File: src/rtl/mmss_timer_ctrl_if.sv
// rtl/mmss_timer_ctrl_if.sv - control, switch and display bundle of the MM:SS timer
interface mmss_timer_ctrl_if #(
    parameter int MIN_DIGITS = 2
);
    localparam int W = 4 * (MIN_DIGITS + 2);

    logic         set;
    logic         start_stop;
    logic         count_up;
    logic         auto_reload;
    logic [3:0]   sw_tens;
    logic [3:0]   sw_ones;
    logic [W-1:0] digits;
    logic [2:0]   state_o;
    logic         tick;
    logic         done;
    logic         alarm;

    modport master (
        output set, start_stop, count_up, auto_reload, sw_tens, sw_ones,
        input  digits, state_o, tick, done, alarm
    );

    modport slave (
        input  set, start_stop, count_up, auto_reload, sw_tens, sw_ones,
        output digits, state_o, tick, done, alarm
    );
endinterface

File: src/rtl/mmss_timer_ctrl.sv
// rtl/mmss_timer_ctrl.sv - BCD MM:SS timer: tick divider, set/run FSM, cascaded up/down count
module mmss_timer_ctrl #(
    parameter int TICK_DIV   = 50_000_000,
    parameter int MIN_DIGITS = 2,
    parameter int BLINK_DIV  = 25_000_000
) (
    input  logic              clk,
    input  logic              reset,
    mmss_timer_ctrl_if.slave  bus
);
    localparam int ND    = MIN_DIGITS + 2;
    localparam int W     = 4 * ND;
    localparam int DIV_W = $clog2(TICK_DIV);
    localparam int BLK_W = $clog2(BLINK_DIV + 1);

    localparam logic [DIV_W-1:0] DIV_LAST = DIV_W'(TICK_DIV - 1);
    localparam logic [BLK_W-1:0] BLK_LAST = BLK_W'(BLINK_DIV - 1);

    localparam logic [2:0] IDLE    = 3'd0;
    localparam logic [2:0] SET_SEC = 3'd1;
    localparam logic [2:0] SET_MIN = 3'd2;
    localparam logic [2:0] STOPPED = 3'd3;
    localparam logic [2:0] RUN     = 3'd4;
    localparam logic [2:0] DONE    = 3'd5;

    logic [2:0]       state_q, state_d;
    logic [W-1:0]     digits_q, digits_d;
    logic [W-1:0]     preset_q, preset_d;
    logic             mode_q, mode_d;
    logic [DIV_W-1:0] div_q, div_d;
    logic [BLK_W-1:0] blink_q, blink_d;
    logic             tick_q, tick_d;
    logic             done_q, done_d;
    logic             alarm_q, alarm_d;

    logic [W-1:0]     sec_val, min_val, step_val, reload_val;
    logic             cur_term, step_term;

    function automatic logic [3:0] sat(input logic [3:0] v, input logic [3:0] lim);
        return (v > lim) ? lim : v;
    endfunction

    // One BCD step; the seconds-tens digit rolls at 5, every other digit at 9.
    function automatic logic [W-1:0] bcd_step(input logic [W-1:0] v, input logic up);
        logic [W-1:0] r;
        logic         c;
        logic [3:0]   n;
        logic [3:0]   lim;
        r = v;
        c = 1'b1;
        for (int i = 0; i < ND; i++) begin
            n   = v[4*i +: 4];
            lim = (i == 1) ? 4'd5 : 4'd9;
            if (c) begin
                if (up) begin
                    if (n >= lim) begin
                        r[4*i +: 4] = 4'd0;
                    end else begin
                        r[4*i +: 4] = n + 4'd1;
                        c = 1'b0;
                    end
                end else begin
                    if (n == 4'd0) begin
                        r[4*i +: 4] = lim;
                    end else begin
                        r[4*i +: 4] = n - 4'd1;
                        c = 1'b0;
                    end
                end
            end
        end
        return r;
    endfunction

    always_comb begin
        state_d  = state_q;
        digits_d = digits_q;
        preset_d = preset_q;
        mode_d   = mode_q;
        div_d    = div_q;
        blink_d  = blink_q;
        tick_d   = 1'b0;
        done_d   = 1'b0;
        alarm_d  = 1'b0;

        sec_val      = digits_q;
        sec_val[7:4] = sat(bus.sw_tens, 4'd5);
        sec_val[3:0] = sat(bus.sw_ones, 4'd9);

        min_val = digits_q;
        for (int i = 2; i < ND; i++) begin
            if (i == 2)      min_val[4*i +: 4] = sat(bus.sw_ones, 4'd9);
            else if (i == 3) min_val[4*i +: 4] = sat(bus.sw_tens, 4'd9);
            else             min_val[4*i +: 4] = 4'd0;
        end

        step_val   = bcd_step(digits_q, mode_q);
        reload_val = mode_q ? '0 : preset_q;
        cur_term   = mode_q ? (digits_q == preset_q) : (digits_q == '0);
        step_term  = mode_q ? (step_val == preset_q) : (step_val == '0);

        case (state_q)
            IDLE: begin
                if (bus.set) state_d = SET_SEC;
            end
            SET_SEC: begin
                digits_d = sec_val;
                if (bus.set) state_d = SET_MIN;
            end
            SET_MIN: begin
                digits_d = min_val;
                if (bus.set) begin
                    preset_d = min_val;
                    mode_d   = bus.count_up;
                    if (bus.count_up) digits_d = '0;
                    state_d  = STOPPED;
                end
            end
            STOPPED: begin
                if (bus.start_stop) begin
                    div_d = '0;
                    if (cur_term) begin
                        done_d  = 1'b1;
                        alarm_d = 1'b1;
                        blink_d = '0;
                        state_d = DONE;
                    end else begin
                        state_d = RUN;
                    end
                end else if (bus.set) begin
                    state_d = SET_SEC;
                end
            end
            RUN: begin
                // A pause landing on a tick edge wins and the step is dropped.
                if (bus.start_stop) begin
                    state_d = STOPPED;
                end else if (div_q == DIV_LAST) begin
                    div_d    = '0;
                    tick_d   = 1'b1;
                    digits_d = step_val;
                    if (step_term) begin
                        done_d = 1'b1;
                        if (bus.auto_reload) begin
                            digits_d = reload_val;
                        end else begin
                            alarm_d = 1'b1;
                            blink_d = '0;
                            state_d = DONE;
                        end
                    end
                end else begin
                    div_d = div_q + 1'b1;
                end
            end
            DONE: begin
                if (bus.set || bus.start_stop) begin
                    mode_d   = bus.count_up;
                    digits_d = bus.count_up ? '0 : preset_q;
                    state_d  = STOPPED;
                end else if (blink_q == BLK_LAST) begin
                    blink_d = '0;
                    alarm_d = ~alarm_q;
                end else begin
                    blink_d = blink_q + 1'b1;
                    alarm_d = alarm_q;
                end
            end
            default: begin
                state_d = IDLE;
            end
        endcase
    end

    always_ff @(posedge clk) begin
        if (reset) begin
            state_q  <= IDLE;
            digits_q <= '0;
            preset_q <= '0;
            mode_q   <= 1'b0;
            div_q    <= '0;
            blink_q  <= '0;
            tick_q   <= 1'b0;
            done_q   <= 1'b0;
            alarm_q  <= 1'b0;
        end else begin
            state_q  <= state_d;
            digits_q <= digits_d;
            preset_q <= preset_d;
            mode_q   <= mode_d;
            div_q    <= div_d;
            blink_q  <= blink_d;
            tick_q   <= tick_d;
            done_q   <= done_d;
            alarm_q  <= alarm_d;
        end
    end

    assign bus.digits  = digits_q;
    assign bus.state_o = state_q;
    assign bus.tick    = tick_q;
    assign bus.done    = done_q;
    assign bus.alarm   = alarm_q;
endmodule

File: src/flat_wrapper.sv
// flat-port wrapper written by rule: the top's interface ports become plain ports
module mmss_timer_ctrl_flat 
#(
    parameter int TICK_DIV   = 50_000_000,
    parameter int MIN_DIGITS = 2,
    parameter int BLINK_DIV  = 25_000_000
)
  (clk, reset, bus_set, bus_start_stop, bus_count_up, bus_auto_reload, bus_sw_tens, bus_sw_ones, bus_digits, bus_state_o, bus_tick, bus_done, bus_alarm);
  mmss_timer_ctrl_if #(.MIN_DIGITS(MIN_DIGITS)) bus_i ();
  input  logic clk;
  input  logic reset;
  input wire logic [$bits(bus_i.set)-1:0] bus_set;
  input wire logic [$bits(bus_i.start_stop)-1:0] bus_start_stop;
  input wire logic [$bits(bus_i.count_up)-1:0] bus_count_up;
  input wire logic [$bits(bus_i.auto_reload)-1:0] bus_auto_reload;
  input wire logic [$bits(bus_i.sw_tens)-1:0] bus_sw_tens;
  input wire logic [$bits(bus_i.sw_ones)-1:0] bus_sw_ones;
  output wire logic [$bits(bus_i.digits)-1:0] bus_digits;
  output wire logic [$bits(bus_i.state_o)-1:0] bus_state_o;
  output wire logic [$bits(bus_i.tick)-1:0] bus_tick;
  output wire logic [$bits(bus_i.done)-1:0] bus_done;
  output wire logic [$bits(bus_i.alarm)-1:0] bus_alarm;
  assign bus_i.set = bus_set;
  assign bus_i.start_stop = bus_start_stop;
  assign bus_i.count_up = bus_count_up;
  assign bus_i.auto_reload = bus_auto_reload;
  assign bus_i.sw_tens = bus_sw_tens;
  assign bus_i.sw_ones = bus_sw_ones;
  assign bus_digits = bus_i.digits;
  assign bus_state_o = bus_i.state_o;
  assign bus_tick = bus_i.tick;
  assign bus_done = bus_i.done;
  assign bus_alarm = bus_i.alarm;
  mmss_timer_ctrl #(.TICK_DIV(TICK_DIV), .MIN_DIGITS(MIN_DIGITS), .BLINK_DIV(BLINK_DIV)) u_core (.clk(clk), .reset(reset), .bus(bus_i));
endmodule
File: config.mk
export PLATFORM = sky130hd
export DESIGN_NAME = mmss_timer_ctrl_flat
export DESIGN_NICKNAME = d
export VERILOG_FILES = /design/src/rtl/mmss_timer_ctrl_if.sv /design/src/rtl/mmss_timer_ctrl.sv /design/src/flat_wrapper.sv
export SDC_FILE = /design/constraint.sdc
export NUM_CORES = 1
export LEC_CHECK = 0
export CORE_ASPECT_RATIO = 2
export CORE_MARGIN = 1.5
export CORE_UTILIZATION = 52
export CTS_CLUSTER_SIZE = 30
export DETAILED_ROUTE_END_ITERATION = 7
export GPL_ROUTABILITY_DRIVEN = 1
export GPL_TIMING_DRIVEN = 0
export PLACE_DENSITY = 0.71
export SYNTH_ARGS = -nofsm -noshare
export SYNTH_HDL_FRONTEND = slang
export SYNTH_SLANG_ARGS = --single-unit
File: constraint.sdc
create_clock -name clk -period 5 [get_ports clk]
set_input_delay 1 -clock clk [delete_from_list [all_inputs] [get_ports clk]]
set_output_delay 1 -clock clk [all_outputs]
set_load 0.01 [all_outputs]
## Word-level counts from Yosys, hierarchy flattened

Cells that the tools add are included.
Widths: inputs -> output; s select.

| storage, ports and cells | value |
|---|---|
| register bits after elaboration | 90 |
| logic and storage cells | 157 |

| operators by class | value |
|---|---|
| add/subtract/negate cells | 10 |
| magnitude comparators | 7 |
| equal/unequal tests | 24 |
| muxes and demuxes | 82 |
| bitwise operators | 3 |
| reduce and logical (&&, ||, !) cells | 21 |

Operator list:

| kind | number |
|---|---|
| $mux 25 | 8 |
| $mux 16 | 9 |
| $mux 26 | 3 |
| $pmux 25 s3 | 1 |
| $mux 4 | 18 |
| $pmux 16 s4 | 1 |
| $pmux 26 s2 | 1 |
| $eq 16x16->1 | 2 |
| $logic_not 16->1 | 2 |
| $mux 1 | 28 |
| $mux 3 | 9 |
| $add 26x1->26 const B | 1 |
| $eq 26x26->1 const B | 1 |
| $add 25x1->25 const B | 1 |
| $eq 25x25->1 const B | 1 |
| $pmux 3 s6 | 1 |
| $add 4x1->4 const B | 4 |
| $logic_not 4->1 | 4 |
| $sub 4x1->4 const B | 4 |
| $ne 2x2->1 const B | 7 |
| $ge 4x4->1 const B | 3 |
| $reduce_and 6->1 | 2 |
| $gt 4x4->1 const B | 2 |
| $ne 2x1->1 const B | 4 |
| other kinds (21) | 30 |

## Depth between registers and ports, before layout

Gate-level depths: netlist of run 1.

| logic depth | value |
|---|---|
| depth in word-level cells | 12 |
| mapped depth | 16 |
| depth with buffers taken out | 12 |

## Worst setup path after synthesis of run 1

OpenSTA, ideal clock, no wires.

| timing path | value |
|---|---|
| kind | register to register |
| start | register u_core.digits_q[0], in the netlist u_core.bus.digits[0] |
| end | register u_core.blink_q[14] |
| library setup time | 0.070 ns |
| data arrival time | 3.545 ns |
| data required time | 4.930 ns |
| slack | 1.385 ns |
| stages on the path, launching flop included | 15 |
| buffers on the path | 2 |
| period minus slack after synthesis | 3.615 ns |
| cells stage by stage | dfxtp_1 > clkbuf_1 > inv_1 > ha_1 > or3b_4 > o22ai_4 > o211ai_4 > mux2_4 > or2_4 > nor4_4 > a22oi_2 > and2_4 > buf_6 > or4_1 > a21oi_1 |

| on the way | value |
|---|---|
| cells in the longest elaborated chain, start to end | 10 |
| elaborated cells between the ends (all ways) | 24 |
| those cells by class | add/sub (2); order compare (1); eq/ne (4); mux (13); reduce/logical (4) |

RTL lines:

| what | RTL line | text |
|---|---|---|
| start: declaration | mmss_timer_ctrl.sv:27 | `logic [W-1:0] digits_q, digits_d;` |
| start signal: assignment | mmss_timer_ctrl.sv:188 | `digits_q <= digits_d;` |
| $ge 4x4->1 or $logic_not 4->1 (tied branches) | mmss_timer_ctrl.sv:56, mmss_timer_ctrl.sv:63 |  |
| $mux 1 (on tied branches) | mmss_timer_ctrl.sv:56, mmss_timer_ctrl.sv:63 |  |
| $mux 1 | mmss_timer_ctrl.sv:55 | `if (up) begin` |
| $mux 1 (2 in a row) | mmss_timer_ctrl.sv:54 | `if (c) begin` |
| $mux 4 | mmss_timer_ctrl.sv:54 |  |
| $eq 16x16->1 or $logic_not 16->1 (tied branches) | mmss_timer_ctrl.sv:100 | `step_term = mode_q ? (step_val == preset_q) : (step_val == '0);` |
| $mux 1 | mmss_timer_ctrl.sv:100 |  |
| $ne 2x1->1 (no source line) | - |  |
| $reduce_and 8->1 (no source line) (*) | - |  |
| end signal: assignment | mmss_timer_ctrl.sv:192 | `blink_q <= blink_d;` |
| end: declaration | mmss_timer_ctrl.sv:31 | `logic [BLK_W-1:0] blink_q, blink_d;` |

Every way passes the cells marked *; elsewhere a longest branch is shown, timed or not.
A chain may end at the register's enable or synchronous reset.

## Worst setup path after layout of run 1

| timing path | value |
|---|---|
| start | register u_core.digits_q[0], in the netlist u_core.bus.digits[0] |
| end | register u_core.digits_q[6], in the netlist u_core.bus.digits[6] |

| on the way | value |
|---|---|
| cells in the longest elaborated chain, start to end | 12 |
| elaborated cells between the ends (all ways) | 23 |
| those cells by class | add/sub (2); order compare (1); eq/ne (1); mux (17); reduce/logical (2) |

RTL lines:

| what | RTL line | text |
|---|---|---|
| $ge 4x4->1 or $logic_not 4->1 (tied branches) | mmss_timer_ctrl.sv:56, mmss_timer_ctrl.sv:63 |  |
| $mux 1 (on tied branches) | mmss_timer_ctrl.sv:56, mmss_timer_ctrl.sv:63 |  |
| $mux 1 | mmss_timer_ctrl.sv:55 |  |
| $mux 1 (2 in a row) | mmss_timer_ctrl.sv:54 |  |
| $mux 4 | mmss_timer_ctrl.sv:54 |  |
| $eq 16x16->1 or $logic_not 16->1 (tied branches) | mmss_timer_ctrl.sv:100 |  |
| $mux 1 | mmss_timer_ctrl.sv:100 |  |
| $mux 16 (*) | mmss_timer_ctrl.sv:142 | `if (step_term) begin` |
| $mux 16 (*) | mmss_timer_ctrl.sv:138 | `end else if (div_q == DIV_LAST) begin` |
| $mux 16 (*) | mmss_timer_ctrl.sv:136 | `if (bus.start_stop) begin` |
| $pmux 16 s4 (*) | mmss_timer_ctrl.sv:102 | `case (state_q)` |

Every way passes the cells marked *; elsewhere a longest branch is shown, timed or not. The select of a mux whose other input is x is not followed.

==> impl_metrics.env, run 1 <==
export IMPL_num_fill_cells=1172
export IMPL_netlist_area_um2=6550
export IMPL_path_clk_slew_ps=60
export IMPL_final_setup_viol_count=0
export IMPL_timing_hold_ws_ps=477
export IMPL_grt_pass1_wl_um=33800
export IMPL_clock_latency_ps=350
export IMPL_layout_commonest_cell="nand2_1"
export IMPL_core_area_um2=12200
export IMPL_die_height_um=162
export IMPL_grt_max_degree=16
export IMPL_final_nets=940
export IMPL_mostFrequentLayoutCells="nand2_1, nor2_1, dfxtp_1"
export IMPL_static_leakage_power_nw=2.57
export IMPL_internal_power_w=0.00201
export IMPL_ys_ff_latch=90
export IMPL_hold_viol=0
export IMPL_fmax_ghz=0.212
export IMPL_async_reset_ff_frac=0
export IMPL_cts_tree="done"
export IMPL_place_inst=1048
export IMPL_cts_buffers=9
export IMPL_gp_congestion=1.04
export IMPL_avgSynthCellArea_um2=7.56
export IMPL_worst_pin_slew_ps=1220
export IMPL_hp_start="u_core.blink_q[14]$_SDFFE_PP0P_"
export IMPL_pwr_share_clk=0.165
export IMPL_vias_per_cell=6.42
export IMPL_criticalPathCategory="register to register"
export IMPL_crit_chain="clkbuf_1 > inv_1 > ha_1 > or3b_4 > o22ai_4 > o211ai_4 > mux2i_2 > xnor2_1 > nor3_1 > and4_1 > o21ai_2 > buf_2 > mux2_1 > a21oi_1"
export IMPL_power_density_nw_per_um2=519
export IMPL_crit_slowest_cell="mux2i_2"
export IMPL_power_frac_comb=0.604
export IMPL_ys_types=87
export IMPL_final_layout_size_suffix_gt1_frac=0.0763
export IMPL_vias=6834
export IMPL_ys_seq_area_frac=0.275
export IMPL_die_w_um=82.3
export IMPL_grt_overflow=0
export IMPL_fin_area_um2=7360
export IMPL_initial_core_util=0.537
export IMPL_worstPathArrival_ps=4980
export IMPL_first_pass_iters=7
export IMPL_critical_path_max_stage_delay_ps=590
export IMPL_postCtsHoldBufs=0
export IMPL_syn_nets=894
export IMPL_synth_edf_count=0
export IMPL_vdd_drop_max_mv=0.339
export IMPL_area_delta_synth_final_pct=12.5
export IMPL_grt_use_total=0.338
export IMPL_timing_max_transition_violations_final=0
export IMPL_antenna_found_initial=0
export IMPL_synth_cells=866
export IMPL_pre_cts_slack_ps=479
export IMPL_slew_headroom=0.164
export IMPL_stdcell_count=1064
export IMPL_clock_sinks=90
export IMPL_root_buffer="clkbuf_16"
export IMPL_p_sw_w=0.00181
export IMPL_crit_buf_inv=3
export IMPL_pwr_share_seq=0.231
export IMPL_h_tree_depth=3
export IMPL_dieArea_um2=13300
export IMPL_cp_data_required_time_ps=5260
export IMPL_dpl_cell_area_um2=7080
export IMPL_drt_iter0_markers=536
export IMPL_cts_resized=0
export IMPL_synth_flop_cell="dfxtp_1"
export IMPL_status="completed"
export IMPL_grt_pass1_vias=6655
export IMPL_routed_wl_um=21900
export IMPL_r2r_start="u_core.bus.digits[0]$_SDFFE_PP0P_"
export IMPL_wl_per_cell_um=20.6
export IMPL_rows=57
export IMPL_path_delay_family="compound AO/OA/AOI/OAI gates"
export IMPL_cp_startpoint="u_core.bus.digits[0]$_SDFFE_PP0P_"
export IMPL_drc_errors=0
export IMPL_clk_path_buf_depth=2
export IMPL_setup_slack_ps=275
export IMPL_critPathCaptureType="register"
export IMPL_drv_cap=0
export IMPL_portBuffers=35
export IMPL_final_min_clock_period_ps=4730
export IMPL_cts_setup_buffers=0
export IMPL_hp_class="register to register"
export IMPL_sw_frac_of_total=0.474
export IMPL_io_pins=36
export IMPL_skew_ps=11.5
export IMPL_yosysWarnings=0
export IMPL_fin_crit_sh=0.945
export IMPL_critPathMaxFanout=10
export IMPL_ant_nets=0
export IMPL_dp_hpwl_um=16900
export IMPL_antennaDiodeCount=0
export IMPL_rsz0062_at_grt="false"
export IMPL_setup_tns_ps=0
export IMPL_start_kind="register"
==> power groups by stage <==
stage | registers (W) | logic, W | clock network (W)
after global placement | 0.000890 | 0.00218 | 0
final | 0.000882 | 0.00231 | 0.000632
after global routing | 0.000890 | 0.00245 | 0.000666
after floorplan | 0.000879 | 0.00156 | 0
after detailed placement | 0.000894 | 0.00221 | 0
after CTS | 0.000877 | 0.00222 | 0.000640
==> layout make-up <==
| class | count | area [um^2] | area share |
|---|---|---|---|
| well taps | 147 | 184 | 0.0250 |
| plain buffers | 58 | 275 | 0.0374 |
| flip-flops and latches | 90 | 1800 | 0.245 |
| inverters | 18 | 67.6 | 0.00918 |
| repair buffers | 35 | 350 | 0.0476 |
| clock buffers | 10 | 229 | 0.0311 |
| clock inverters | 6 | 43.8 | 0.00595 |
| multi-input cells | 700 | 4410 | 0.599 |
==> state kept, by name (all words and copies together), names as in the netlist, 3 cells and up <==
register	cells
u_core.preset_q	16
u_core.div_q	26
u_core.bus.digits	16
u_core.bus.state_o	3
u_core.blink_q	25
==> path summary, 6_finish.rpt <==
path	end	slack, ps	cells after the start
worst max register to register	u_core.bus.digits[6]$_SDFFE_PP0P_	270	14
worst max-delay path	u_core.bus.digits[6]$_SDFFE_PP0P_	270	14
worst min-delay path	u_core.blink_q[14]$_SDFFE_PP0P_	480	2
worst min register to register	u_core.blink_q[14]$_SDFFE_PP0P_	480	2
==> metrics by stage <==
stage          utilization  power [W]
2_1_floorplan            -    0.00244
3_3_place_gp         0.581    0.00307
3_5_place_dp         0.581    0.00311
4_1_cts              0.603    0.00374
5_1_grt              0.604    0.00400
6_report             0.604    0.00382
==> worst register-to-register path: cells and delay by family, from the launching register on <==
| kind | cells | cell delay (ps) |
|---|---|---|
| compound gates | 4 | 1130 |
| mux | 2 | 960 |
| flops | 1 | 340 |
| fa+ha+maj | 1 | 320 |
| xor+xnor | 1 | 260 |
| buf+inv | 3 | 810 |
| simple gates | 3 | 830 |
==> layer usage <==
layer	GRT usage	wire, um
met5	0	0
met4	0.247	1650
met1	0.326	7600
met2	0.607	11600
met3	0.0584	1070
==> synth_stat cells (11+ instances only) <==
library cell,n,area (um^2)
nand2b_1,13,81.3
a31oi_1,13,81.3
and3_1,20,125
buf_4,11,82.6
xor2_1,28,245
o21ai_0,28,140
a21oi_1,57,285
nor2b_1,18,113
xnor2_1,25,219
nor3_1,22,110
mux2i_1,14,140
nand4_1,11,68.8
dfxtp_1,90,1800
inv_1,18,67.6
nand2_1,106,398
a221oi_1,12,105
clkbuf_1,35,131
ha_1,14,175
nor2_1,105,394
nand3_1,32,160
==> cells by family (layout without fill, tap and decap cells) <==
group           count (synthesis)  count (layout)  share of synthesized area
simple gates                  400             400                      0.311
compound gates                207             207                      0.221
flops                          90              90                      0.275
buf+inv                        76             127                     0.0524
xor+xnor                       53              53                     0.0709
mux                            26              26                     0.0434
fa+ha+maj                      14              14                     0.0268
Power figures use the tool's default switching activity.
==> run 2, diff against run 1 <==
- ABC_CLOCK_PERIOD_IN_PS: not set -> 5000
- CORE_UTILIZATION: 52 -> 55
- PLACE_DENSITY: 0.71 -> 0.74
==> impl_metrics.env, run 2 (synthesis results as in run 1) <==
export IMPL_skew_ps=6.55
export IMPL_grt_pass1_wl_um=33500
export IMPL_final_setup_viol_count=0
export IMPL_antennaDiodeCount=0
export IMPL_core_area_um2=11600
export IMPL_clock_latency_ps=350
export IMPL_vdd_drop_max_mv=0.312
export IMPL_criticalPathCategory="register to register"
export IMPL_grt_max_degree=17
export IMPL_pwr_share_seq=0.223
export IMPL_h_tree_depth=3
export IMPL_ant_nets=0
export IMPL_hp_class="register to register"
export IMPL_routed_wl_um=21500
export IMPL_gp_congestion=1.06
export IMPL_cts_setup_buffers=0
export IMPL_area_delta_synth_final_pct=13.5
export IMPL_hold_viol=0
export IMPL_sw_frac_of_total=0.457
export IMPL_root_buffer="clkbuf_16"
export IMPL_die_height_um=157
export IMPL_grt_pass1_vias=6552
export IMPL_vias_per_cell=6.36
export IMPL_cts_tree="done"
export IMPL_internal_power_w=0.00215
export IMPL_drt_iter0_markers=453
export IMPL_mostFrequentLayoutCells="nand2_1, nor2_1, dfxtp_1"
export IMPL_layout_commonest_cell="nand2_1"
export IMPL_fmax_ghz=0.218
export IMPL_setup_tns_ps=0
export IMPL_wl_per_cell_um=20.3
export IMPL_dp_hpwl_um=16600
export IMPL_static_leakage_power_nw=2.62
export IMPL_rows=56
export IMPL_top_register="u_core.div_q"
export IMPL_clock_sinks=90
export IMPL_initial_core_util=0.563
export IMPL_rsz0062_at_grt="false"
export IMPL_critPathMaxFanout=10
export IMPL_antenna_found_initial=0
export IMPL_status="completed"
export IMPL_fin_crit_sh=0.919
export IMPL_final_min_clock_period_ps=4590
export IMPL_grt_use_total=0.349
export IMPL_start_kind="register"
export IMPL_io_pins=36
export IMPL_slew_headroom=0.215
export IMPL_grt_overflow=0
export IMPL_dieArea_um2=12600
export IMPL_vias=6756
export IMPL_power_density_nw_per_um2=534
export IMPL_cp_data_required_time_ps=5240
export IMPL_stdcell_count=1062
export IMPL_final_nets=940
export IMPL_timing_max_transition_violations_final=0
export IMPL_pwr_share_clk=0.202
export IMPL_drc_errors=0
export IMPL_p_sw_w=0.00181
export IMPL_die_w_um=80.1
export IMPL_worstPathArrival_ps=4830
export IMPL_largest_reg_flops=26
export IMPL_cts_buffers=9
export IMPL_worst_pin_slew_ps=1150
export IMPL_place_inst=1046
export IMPL_first_pass_iters=5
export IMPL_portBuffers=35
export IMPL_reg_top3="u_core.div_q (26), u_core.blink_q (25)"
export IMPL_critPathCaptureType="register"
export IMPL_power_frac_comb=0.576
export IMPL_drv_cap=0
export IMPL_clk_path_buf_depth=2
export IMPL_path_clk_slew_ps=70
export IMPL_final_layout_size_suffix_gt1_frac=0.0774
export IMPL_postCtsHoldBufs=0
export IMPL_cts_resized=0
[run 2: worst paths after layout]
path / endpoint / cells after the start / from / slack, ps
max: u_core.blink_q[0]$_SDFFE_PP0P_ / 14 / u_core.bus.digits[0]$_SDFFE_PP0P_ / 410
max reg2reg: u_core.blink_q[0]$_SDFFE_PP0P_ / 14 / u_core.bus.digits[0]$_SDFFE_PP0P_ / 410
min: u_core.blink_q[1]$_SDFFE_PP0P_ / 2 / u_core.blink_q[1]$_SDFFE_PP0P_ / 470
min reg2reg: u_core.blink_q[1]$_SDFFE_PP0P_ / 2 / u_core.blink_q[1]$_SDFFE_PP0P_ / 470
[run 2: layer usage]
| metal | global-route usage | share of wire | vias to the layer above | wire, um |
|---|---|---|---|---|
| met5 | 0 | 0 | - | 0 |
| met4 | 0.257 | 0.071 | 0 | 1540 |
| met3 | 0.0614 | 0.044 | 87 | 937 |
| met2 | 0.635 | 0.54 | 264 | 11500 |
| met1 | 0.340 | 0.35 | 3179 | 7520 |
| li1 | - | - | 3226 | - |
[run 2: area by class of cell]
class / count / area (um^2)
plain buffers: 58 / 275
clock inverters: 7 / 125
multi-input cells: 700 / 4400
flip-flops and latches: 90 / 1800
well taps: 145 / 181
repair buffers: 35 / 350
fillers: 1043 / 4200
clock buffers: 9 / 225
inverters: 18 / 67.6
[run 2: power by group through the flow]
stage	sequential [W]	combinational, W	clock (W)
after floorplan	0.000879	0.00156	0
final	0.000883	0.00228	0.000801
after global routing	0.000891	0.00243	0.000838
after CTS	0.000879	0.00221	0.000811
after global placement	0.000890	0.00217	0
after detailed placement	0.000895	0.00220	0
[run 2: critical path: stages, from the launching register on]
cell	delay [ps]
dfxtp_1	350
clkbuf_1	230
inv_1	170
ha_1	320
nor3b_1	590
a21oi_1	160
o32ai_1	690
xor2_1	150
nor4_1	560
nand4_1	250
and2_4	210
buf_6	130
o21bai_2	290
buf_2	290
nor2_1	70
[run 2: per-stage QoR]
stage	hold slack [ps]	power, W	util	area, um^2	worst slack, ps
finish	474	0.00397	0.639	7430	406
global route	498	0.00416	0.639	7430	144
CTS	473	0.00390	0.639	7430	503
detailed placement	464	0.00309	0.609	7080	565
global placement	452	0.00306	0.609	7080	595
floorplan	440	0.00244	-	6550	1380
==> run 3, diff against run 2 <==
- CORE_ASPECT_RATIO: 2 -> 0.6
==> impl_metrics.env, run 3 (synthesis results as in run 1) <==
export IMPL_status="completed"
export IMPL_crit_buf_inv=4
export IMPL_gp_congestion=1.03
export IMPL_start_kind="register"
export IMPL_antennaDiodeCount=0
export IMPL_hp_class="register to register"
export IMPL_grt_overflow=0
export IMPL_dieArea_um2=12600
export IMPL_final_nets=940
export IMPL_timing_hold_ws_ps=486
export IMPL_hold_viol=0
export IMPL_antenna_found_initial=0
export IMPL_fmax_ghz=0.207
export IMPL_top_register="u_core.div_q"
export IMPL_die_height_um=87.5
export IMPL_final_min_clock_period_ps=4830
export IMPL_layout_commonest_cell="nand2_1"
export IMPL_drv_cap=0
export IMPL_worstPathArrival_ps=5040
export IMPL_h_tree_depth=3
export IMPL_vdd_drop_max_mv=0.261
export IMPL_power_density_nw_per_um2=527
export IMPL_grt_pass1_vias=6106
export IMPL_skew_ps=12.8
export IMPL_vias_per_cell=6.57
export IMPL_timing_max_transition_violations_final=0
export IMPL_die_w_um=144
export IMPL_routed_wl_um=22600
export IMPL_area_delta_synth_final_pct=13.2
export IMPL_first_pass_iters=5
export IMPL_portBuffers=35
export IMPL_io_pins=36
export IMPL_reg_top3="u_core.div_q (26), u_core.blink_q (25)"
export IMPL_final_layout_size_suffix_gt1_frac=0.0797
export IMPL_final_core_util=0.648
export IMPL_mostFrequentLayoutCells="nand2_1, nor2_1, dfxtp_1"
export IMPL_crit_chain="clkbuf_1 > inv_1 > ha_1 > nor3b_2 > o22ai_4 > o21a_1 > buf_4 > a22o_1 > xor2_1 > nor3_1 > and4_1 > o21ai_2 > buf_2 > mux2_1 > a21oi_1"
export IMPL_cts_buffers=9
export IMPL_wl_per_cell_um=21.0
export IMPL_static_leakage_power_nw=2.60
export IMPL_largest_reg_flops=26
export IMPL_slew_headroom=0.323
export IMPL_criticalPathCategory="register to register"
export IMPL_rsz0062_at_grt="false"
export IMPL_rows=30
export IMPL_fin_crit_sh=0.967
export IMPL_critPathCaptureType="register"
export IMPL_drt_iter0_markers=1082
export IMPL_dp_hpwl_um=17300
export IMPL_grt_use_total=0.366
export IMPL_ant_nets=0
export IMPL_grt_pass1_wl_um=34900
export IMPL_critical_path_max_stage_delay_ps=440
export IMPL_vias=7069
export IMPL_final_setup_viol_count=0
export IMPL_grt_max_degree=15
export IMPL_cts_tree="done"
export IMPL_path_clk_slew_ps=70
export IMPL_cts_setup_buffers=0
export IMPL_path_delay_family="compound AO/OA/AOI/OAI gates"
export IMPL_setup_tns_ps=0
export IMPL_worst_pin_slew_ps=1010
export IMPL_core_area_um2=11400
export IMPL_clock_latency_ps=360
export IMPL_clock_sinks=90
export IMPL_initial_core_util=0.572
export IMPL_crit_slowest_cell="dfxtp_1"
export IMPL_critPathMaxFanout=10
export IMPL_clk_path_buf_depth=2
export IMPL_root_buffer="clkbuf_16"
export IMPL_drc_errors=0
export IMPL_cp_data_required_time_ps=5210
-- run 3: cell types whose count changed in the layout (fill, tap and decap cells not counted), sizes merged --
cell,before,now
inv,20,18
bufinv,3,1
clkinv,2,3
clkbuf,44,46
-- run 3: repair_timing --
item	in CTS	in global routing
gates resized for setup	0	5
setup endpoints to repair	0	8
hold buffers	0	0
-- run 3: final cells by class --
type	count	area [um^2]
buffer	58	277
fill	1013	4040
inverter	18	67.6
clock inverter	4	52.6
timing repair buffer	35	350
sequential	90	1800
clock buffer	11	243
multi-input combinational	700	4420
tap	160	200
-- run 3: worst min-delay path, cell delays in order, from the launching register on --
cell	delay (ps)
dfxtp_1	320
nand2_1	60
a21oi_1	60
-- run 3: per-layer routing --
layer,routed length (um),vias to the layer above,GRT usage,share of wire
li1,-,3228,-,-
met1,10800,3365,0.597,0.48
met2,8380,455,0.462,0.37
met3,3270,21,0.102,0.14
met4,142,0,0.0603,0.0063
met5,0,-,0,0
-- run 3: per-stage QoR --
| step | setup slack [ps] | instances | instance area, um^2 | power [W] |
|---|---|---|---|---|
| after floorplan | 1380 | 866 | 6550 | 0.00244 |
| after global placement | 188 | 1061 | 7100 | 0.00304 |
| after detailed placement | 162 | 1061 | 7100 | 0.00307 |
| after CTS | 123 | 1076 | 7390 | 0.00378 |
| after global routing | 9.43 | 1076 | 7410 | 0.00409 |
| final | 167 | 1076 | 7410 | 0.00391 |
-- run 3: worst paths after layout --
check	from	endpoint	slack, ps	depth (start not counted)
hold reg to reg	u_core.blink_q[1]$_SDFFE_PP0P_	u_core.blink_q[1]$_SDFFE_PP0P_	490	2
setup / recovery	u_core.bus.digits[0]$_SDFFE_PP0P_	u_core.bus.digits[6]$_SDFFE_PP0P_	170	15
hold / removal	u_core.blink_q[1]$_SDFFE_PP0P_	u_core.blink_q[1]$_SDFFE_PP0P_	490	2
setup reg to reg	u_core.bus.digits[0]$_SDFFE_PP0P_	u_core.bus.digits[6]$_SDFFE_PP0P_	170	15
-- run 3: power by group --
group	switching (W)	internal (W)
clock network	0.000310	0.000400
registers	0.000118	0.000779
logic	0.00140	0.000893
total	0.00183	0.00207
==> RTL edit: new RTL, flow settings as in run 3 <==
`BLINK_DIV` is set to 25_000_000 in 2 places; all go to 50_000_000.
--- a/src/rtl/mmss_timer_ctrl.sv
+++ b/src/rtl/mmss_timer_ctrl.sv
@@ -4,3 +4,3 @@
     parameter int MIN_DIGITS = 2,
-    parameter int BLINK_DIV  = 25_000_000
+    parameter int BLINK_DIV  = 50_000_000
 ) (
--- a/src/flat_wrapper.sv
+++ b/src/flat_wrapper.sv
@@ -5,3 +5,3 @@
     parameter int MIN_DIGITS = 2,
-    parameter int BLINK_DIV  = 25_000_000
+    parameter int BLINK_DIV  = 50_000_000
 )
Behaviour: same outputs for any inputs over 10 cycles, from zero or initial values and one cycle with reset high; that may be too few to reach the edited logic, so the function may still have changed.
==> RTL edit against run 3 <==
  * Routed wire length increased by 1.8%
  * Count of clock-buffer cells in the layout decreased by 1
  * Area after synthesis is 2.2% higher
  * Sequential share of layout area is 0.40 points lower
  * Synthesized cell count increased by 2.9%
  * Cell area grew 2.8%
  * Utilization grew 1.2 points
  * Worst setup slack worse by 13 ps
  * Sequential cell count grew 1
  * Maximum frequency fell by 0.27%
  * Critical path type unchanged
  * Highest routed layer is now met5
Power is not compared: it rests on default switching activity, and its combinational part moved more than twofold at a synthesized area within 25%.
==> RTL edit: results (changes against run 3) <==
stage	metric	value	unit	change
outcome	outcome	completed		unchanged
layout	nets	965		was 940
global_route	grt_usage	35.6	%	was 36.6%
route	viasPerCell	6.77		was 6.57
yosys	synth_seq_area_share	27.2	%	was 27.5%
critical_path	critPathMaxStageDelay	580	ps	was 440 ps
yosys	yosysWarnings	0		unchanged
yosys	yosys.area_share.xor_xnor	5.76	%	was 7.09%
yosys	ys_types	92		was 87
critical_path	crit_arrival	5080	ps	was 5040 ps
sta	skew	10.4	ps	was 12.8 ps
placement	dpl.cell_count	1084		was 1061
route	drtIter0Drc	1012		was 1082
placement	hpwlAfterDp	17400	um	was 17300 um
route	dr.pass1.iters	6		was 5
global_route	grt_pass1_vias	6623		was 6106
yosys	synth_area_leaders	dfxtp_1 (27%), a21oi_1 (6.9%), nand2_1 (5.0%)		was dfxtp_1 (28%), nand2_1 (6.1%), nor2_1 (6.0%)
placement	place_congestion	0.957		was 1.03
placement	io_buffers	33		was 35
critical_path	slowest_stage	clkbuf_1		was dfxtp_1
global_route	grt_max_degree	17		was 15
yosys	synth_mux_area_share	1.72	%	was 4.34%
yosys	synth_fa_ha_area_share	2.62	%	was 2.68%
layout	reg_top3	u_core.blink_q (26), u_core.div_q (26)		was u_core.div_q (26), u_core.blink_q (25)
route	wl_per_cell	20.9	um	was 21.0 um
sta	worstMarginPinSlew	1180	ps	was 1010 ps
yosys	synth-compound-area-share	26.2	%	was 22.1%
[RTL edit: where the power goes]
group / switching, uW / internal [uW]
logic: 397 / 242
registers: 21.5 / 739
clock network: 311 / 392
[RTL edit: repair_timing]
action | 4_1_cts | 5_1_grt
resized for setup | 3 | 25
pin swaps | 1 | 1
endpoints found under the setup margin | 25 | 28
endpoints found under the hold margin | 0 | 0
setup buffers | 1 | 1
[RTL edit: worst min-delay path, cell delays in order (launching register included)]
cell	delay (ps)
dfxtp_1	330
nand2_1	60
a21oi_1	50
[RTL edit: final cells by class]
| cell class | instances | area, um2 |
|---|---|---|
| clock inverters | 6 | 71.3 |
| multi-input cells | 704 | 4510 |
| inverters | 27 | 101 |
| clock buffers | 10 | 229 |
| plain buffers | 69 | 347 |
| fillers | 1052 | 3940 |
| flip-flops and latches | 91 | 1820 |
| well taps | 160 | 200 |
| repair buffers | 35 | 345 |
[RTL edit: logic make-up after synthesis]
kind of cell             Yosys count
buffers and inverters             96
XOR/XNOR                          44
flip-flops                        91
AO/OA/AOI/OAI                    269
adder cells (fa/ha/maj)           14
AND/OR/NAND/NOR                  366
multiplexers                      11
[RTL edit: worst paths after layout]
kind | from | endpoint | slack [ps] | cells past startpoint
worst min-delay path | u_core.div_q[1]$_SDFFE_PP0P_ | u_core.div_q[1]$_SDFFE_PP0P_ | 490 | 2
worst max-delay path | u_core.mode_q$_SDFFE_PP0P_ | u_core.blink_q[23]$_SDFFE_PP0P_ | 150 | 16
worst max register to register | u_core.mode_q$_SDFFE_PP0P_ | u_core.blink_q[23]$_SDFFE_PP0P_ | 150 | 16
worst min register to register | u_core.div_q[1]$_SDFFE_PP0P_ | u_core.div_q[1]$_SDFFE_PP0P_ | 490 | 2
[RTL edit: metrics by stage]
step / cell area (um2) / hold WS [ps] / setup TNS (ps) / setup slack (ps) / utilization (%)
floorplan: 6690 / 448 / 0 / 879 / -
global placement: 7220 / 458 / -3210 / -198 / 62.5
detailed placement: 7220 / 485 / -6340 / -351 / 62.5
CTS: 7540 / 484 / 0 / 7.98 / 65.3
global route: 7620 / 511 / 0 / 4.86 / 65.9
finish: 7620 / 490 / 0 / 154 / 65.9
[RTL edit: routing by layer]
| layer | part of all wire, % | routed length, um | up-vias | global-route usage (%) |
|---|---|---|---|---|
| met3 | 15 | 3570 | 45 | 13.8 |
| met4 | 1.6 | 374 | 2 | 8.72 |
| li1 | - | - | 3370 | - |
| met5 | 0.25 | 58 | - | 3.21 |
| met2 | 39 | 9080 | 540 | 50.6 |
| met1 | 43 | 9960 | 3504 | 50.1 |
